### config.mk
export PLATFORM = sky130hd
export DESIGN_NAME = instr_fetch
export DESIGN_NICKNAME = d
export VERILOG_FILES = /design/src/rtl/instr_fetch.sv
export SDC_FILE = /design/constraint.sdc
export NUM_CORES = 1
export LEC_CHECK = 0
export ABC_CLOCK_PERIOD_IN_PS = 2500
export BUFFER_PORTS_ARGS = -buffer_cell sky130_fd_sc_hd__buf_4
export CORE_ASPECT_RATIO = 1.5
export CORE_MARGIN = 8
export CORE_UTILIZATION = 55
export DETAILED_ROUTE_END_ITERATION = 12
export GPL_TIMING_DRIVEN = 0
export PLACE_DENSITY_LB_ADDON = 0.1
export SLEW_MARGIN = 30
export SYNTH_ARGS = -nofsm -noshare
export SYNTH_HDL_FRONTEND = slang
export SYNTH_SLANG_ARGS = --single-unit
export TNS_END_PERCENT = 5
### constraint.sdc
create_clock -name clk -period 2.5 [get_ports clk]
set_clock_uncertainty 0.1 [all_clocks]
set_input_delay 0.375 -clock clk [delete_from_list [all_inputs] [get_ports clk]]
set_output_delay 0.375 -clock clk [all_outputs]
set_load 0.02 [all_outputs]
### src/rtl/instr_fetch.sv
// ============================================================================
// Module   : instr_fetch
// Purpose  : PC / fetch sequencer with start handshake, branch-target LUT
//            and done detection. Macro: INSTR_FETCH_REL_BRANCH_EN selects
//            PC-relative LUT entries instead of absolute targets.
// Revision : 1.0
// ============================================================================
`default_nettype none

module instr_fetch #(
  parameter int PC_W      = 10,
  parameter int LUT_IDX_W = 3,
  parameter int END_PC    = 1023
) (
  input  logic                 clk,
  input  logic                 reset,
  input  logic                 start,
  input  logic                 branch,
  input  logic                 PCSrc,
  input  logic [LUT_IDX_W-1:0] lut_idx,
  input  logic                 hold,
  input  logic                 lut_we,
  input  logic [LUT_IDX_W-1:0] lut_waddr,
  input  logic [PC_W-1:0]      lut_wdata,
  output logic [PC_W-1:0]      pc,
  output logic                 running,
  output logic                 done
);

  localparam int              c_LUT_DEPTH = 1 << LUT_IDX_W;
  localparam logic [PC_W-1:0] c_END_PC    = PC_W'(END_PC);

  typedef enum logic [1:0] {
    S_IDLE  = 2'd0,
    S_ARMED = 2'd1,
    S_RUN   = 2'd2,
    S_DONE  = 2'd3
  } state_t;

  state_t          r_state;
  logic [PC_W-1:0] r_pc;
  logic            r_running;
  logic            r_done;
  logic [PC_W-1:0] r_lut [0:c_LUT_DEPTH-1];
  logic [PC_W-1:0] w_target;

`ifdef INSTR_FETCH_REL_BRANCH_EN
  // Entries are signed offsets; modulo add gives the same bits for +/-.
  assign w_target = r_pc + r_lut[lut_idx];
`else
  assign w_target = r_lut[lut_idx];
`endif

  always_ff @(posedge clk) begin
    if (reset) begin
      for (int i = 0; i < c_LUT_DEPTH; i++) begin
        r_lut[i] <= '0;
      end
    end else if (start && lut_we) begin
      r_lut[lut_waddr] <= lut_wdata;
    end
  end

  always_ff @(posedge clk) begin
    if (reset) begin
      r_state   <= S_IDLE;
      r_pc      <= '0;
      r_running <= 1'b0;
      r_done    <= 1'b0;
    end else begin
      case (r_state)
        S_IDLE: begin
          r_pc <= '0;
          if (start) begin
            r_state <= S_ARMED;
          end
        end
        S_ARMED: begin
          r_pc <= '0;
          if (!start) begin
            r_state   <= S_RUN;
            r_running <= 1'b1;
          end
        end
        S_RUN: begin
          if (start) begin
            r_state   <= S_ARMED;
            r_pc      <= '0;
            r_running <= 1'b0;
          end else if (r_pc == c_END_PC) begin
            // End check precedes hold so a stalled final fetch still finishes.
            r_state   <= S_DONE;
            r_running <= 1'b0;
            r_done    <= 1'b1;
          end else if (hold) begin
            r_pc <= r_pc;
          end else if (branch && PCSrc) begin
            r_pc <= w_target;
          end else begin
            r_pc <= r_pc + PC_W'(1);
          end
        end
        S_DONE: begin
          if (start) begin
            r_state <= S_ARMED;
            r_pc    <= '0;
            r_done  <= 1'b0;
          end
        end
        default: begin
          r_state   <= S_IDLE;
          r_pc      <= '0;
          r_running <= 1'b0;
          r_done    <= 1'b0;
        end
      endcase
    end
  end

  assign pc      = r_pc;
  assign running = r_running;
  assign done    = r_done;

endmodule

`default_nettype wire

==> impl_summary.md <==
Power
The maximum resistive drop on vdd is 0.000516 V. The net switching power is 880 µW. The total power density per cell area is 720 nW/µm².

The leakage power of the design is 0.00196 µW. Internal power comes to 2950 µW. Net switching is 23.0% of the power. The share of total power in sequential cells is 48.0%. The clock network power share is 39.5%. The combinational share of power is 12.5%.

Cells and area
At the end of the flow, the number of nets in the layout was 423. The filler cells instantiated in the layout total 624. Compared with the post-synthesis result, the final layout area differs by 15.8%. The fraction of layout cells with a size suffix above 1 is 19.5%. The number of antenna diodes in the final layout is 0.

Global route
The number of global-route vias before repair was 2958. In the global route stage, met2 resource usage came out at 35.7%. The initial antenna violation count is 0. Global routing used 18.7% of the available tracks. The maximum number of pins on one net before global-route repair is 16. Global routing consumed, on the met1 layer, 19.7% of the routing resources. The global-route wire length before repair is 16200 µm. The most used routing layer is met2. The total overflow left after global routing is 0. The met3 track utilization from global routing is 3.17%.

STA
Setup repair after global routing left no endpoint under its margin. The worst path uses 90.0% of the clock period. Setup slack on the critical path of the routed design comes to 250 ps. Derived from the worst setup path, the maximum achievable clock frequency is 444 MHz. After routing, the total negative slack on setup checks comes to 0 ps. On the final layout, the worst hold slack is 261 ps. The final number of setup-violating endpoints is 0.

At the pin with the least slew margin, the transition time is 600 ps. The hold violation total from the final report came to 0. Headroom to the max-slew limit came out at 60.0%. The time the final worst path needs with I/O delays and setup is 2250 ps. The number of pins exceeding their max-slew limit in the final report is 0.

Hold path
The min-delay analysis places its worst path in the category in2reg.

Routing
The count of TritonRoute iterations in the first routing pass is 4. The wire length per cell is 20.6 µm. The final route contains 2872 vias. In this run the remaining antenna-violating nets after routing total 0. The initial detailed-routing violation count is 225. Wires add up to 10500 µm. The number of remaining DRC errors is 0. The number of vias per cell is 5.65.

Yosys
The async set or reset register ratio after synthesis is 0%. In the synthesized netlist, the number of instances is 352. The number of synthesized register bits is 94. The number of nets produced by synthesis is 379.

In this run the mean area of a mapped cell was 13.0 µm². The share of the Yosys chip area taken by registers is 58.4%. The netlist area before placement is 4590 µm². The number of warning messages in the yosys log is 0. The count of flip-flops with a built-in enable after synthesis is 80. The primary flip-flop cell chosen by synthesis mapping is sky130_fd_sc_hd__edfxtp_1. After synthesis, the netlist uses 48 different library cells.

Clocking
For this design, the sink count on the clock tree is 94. The count of instances resized after the clock tree is built is 0. Hold repair after CTS inserted 0 buffers. Clock-pin slew was measured on the worst setup and hold paths at 70 ps. The clock tree synthesis step divided the H-tree into 3 levels. The maximum clock path buffer count is 2. The post-CTS repair timing setup buffer count is 0.

Buffers inserted during clock tree synthesis total 9. TritonCTS built the clock tree. The library cell used as clock root buffer is sky130_fd_sc_hd__clkbuf_16. The clock latency on the worst-skew pair is 340 ps.

Run status
The flow ran to the end, and the final reports show no timing, DRC or antenna violations.

Placed design
The count of buffers added on input and output ports is 33. The HPWL after detailed placement is 7130 µm. The setup slack at placement is 163 ps. The final weighted congestion of routability-driven global placement is 0.868.

Floorplan
The standard-cell row count is 41. The die is 90.6 µm wide. For this configuration, the core starts out at a cell density of 55.6%.

The count of boundary I/O pins is 35. The core box area is 8260 µm². The height of the die is 128 µm.

The die covers 11600 µm².

Worst setup path
The worst endpoint required time is 2630 ps. The worst setup path is captured at a flop. The setup path with the least slack is of type reg2reg.

Along the worst path, the maximum fanout reaches 8. The worst setup path is launched from a flop. STA puts the critical path data arrival time at 2380 ps.

Flow run
The total of max-cap violations is 0.
through the flow:
step	power [µW]	std cells	cell area, µm²	utilization (%)
6_report	3830	508	5320	64.4
5_1_grt	3960	508	5320	64.4
4_1_cts	3850	508	5310	64.3
3_5_place_dp	2350	492	4970	60.2
3_3_place_gp	2340	492	4970	60.2
2_1_floorplan	2190	352	4590	-
metal layers:
| layer | share of wire (%) | vias up |
|---|---|---|
| li1 | - | 1395 |
| met1 | 38 | 1411 |
| met2 | 57 | 57 |
| met3 | 3.4 | 9 |
| met4 | 1.1 | 0 |
| met5 | 0 | - |
cells in the mapped netlist (6+ instances only):
library cell | instances | area share (%)
sky130_fd_sc_hd__nor2_1 | 17 | 1.4
sky130_fd_sc_hd__mux4_2 | 8 | 3.9
sky130_fd_sc_hd__mux2i_1 | 8 | 1.7
sky130_fd_sc_hd__nor3_1 | 11 | 1.2
sky130_fd_sc_hd__clkbuf_1 | 12 | 0.98
sky130_fd_sc_hd__and2_1 | 81 | 11
sky130_fd_sc_hd__dfxtp_1 | 14 | 6.1
sky130_fd_sc_hd__nand2_1 | 12 | 0.98
sky130_fd_sc_hd__inv_1 | 7 | 0.57
sky130_fd_sc_hd__mux4_1 | 10 | 5.7
sky130_fd_sc_hd__nand3_1 | 8 | 0.87
sky130_fd_sc_hd__o21ai_0 | 14 | 1.5
sky130_fd_sc_hd__a31oi_1 | 6 | 0.82
sky130_fd_sc_hd__edfxtp_1 | 80 | 52
sky130_fd_sc_hd__or2_2 | 9 | 1.2
cell usage in the layout (no fill, tap or decap), drive strengths merged, types with 8 or more instances in the layout:
cell | synthesis | layout
nand3 | 8 | 8
inv | 7 | 8
dfxtp | 14 | 14
or2 | 9 | 9
buf | 5 | 38
edfxtp | 80 | 80
o21ai | 14 | 14
mux4 | 18 | 18
mux2i | 8 | 8
nand2 | 12 | 12
nor3 | 11 | 11
clkbuf | 13 | 25
and2 | 81 | 81
nor2 | 17 | 17
registers in the layout, indices dropped and copies added (netlist names):
name and count:
r_lut 80, pc 10, r_state 2, done 1, running 1
worst max-delay path: stages, from the launching register on:
cell and delay, ps:
sky130_fd_sc_hd__dfxtp_1 450, sky130_fd_sc_hd__ha_1 260, sky130_fd_sc_hd__nand3_1 190, sky130_fd_sc_hd__or3_1 400
sky130_fd_sc_hd__clkbuf_1 210, sky130_fd_sc_hd__nand3_2 190, sky130_fd_sc_hd__nor3_1 70, sky130_fd_sc_hd__a211o_1 270
layout make-up:
class                   instances  area (µm²)  area share, %
repair buffers                 33         248           4.66
multi-input cells             232        1810           34.0
clock buffers                  12         256           4.82
well taps                     107         134           2.52
clock inverters                 4        77.6           1.46
plain buffers                  18        81.3           1.53
inverters                       8        30.0          0.565
flip-flops and latches         94        2680           50.4
power groups by stage:
| stage | Clock [µW] | Sequential (µW) | Combinational, µW |
|---|---|---|---|
| CTS | 1530 | 1840 | 480 |
| global route | 1590 | 1850 | 530 |
| floorplan | 0 | 1870 | 326 |
| detailed placement | 0 | 1870 | 478 |
| global placement | 0 | 1870 | 472 |
| finish | 1510 | 1840 | 477 |
final timing paths:
kind / depth (start not counted) / start / slack [ps] / to
setup / recovery: 7 / pc[0]$_SDFFE_PP0P_ / 250 / pc[5]$_SDFFE_PP0P_
hold / removal: 2 / lut_wdata[9] / 260 / r_lut[0][9]$_SDFFCE_PN0P_
setup reg to reg: 7 / pc[0]$_SDFFE_PP0P_ / 250 / pc[5]$_SDFFE_PP0P_
hold reg to reg: 2 / pc[1]$_SDFFE_PP0P_ / 440 / pc[1]$_SDFFE_PP0P_
kinds of logic after synthesis:
group	share of synthesized area, %
simple gates	19.5
flops	58.4
compound gates	6.68
mux	11.9
buf+inv	2.42
fa+ha+maj	1.09
Note: power is estimated with default switching activity, not from simulation.
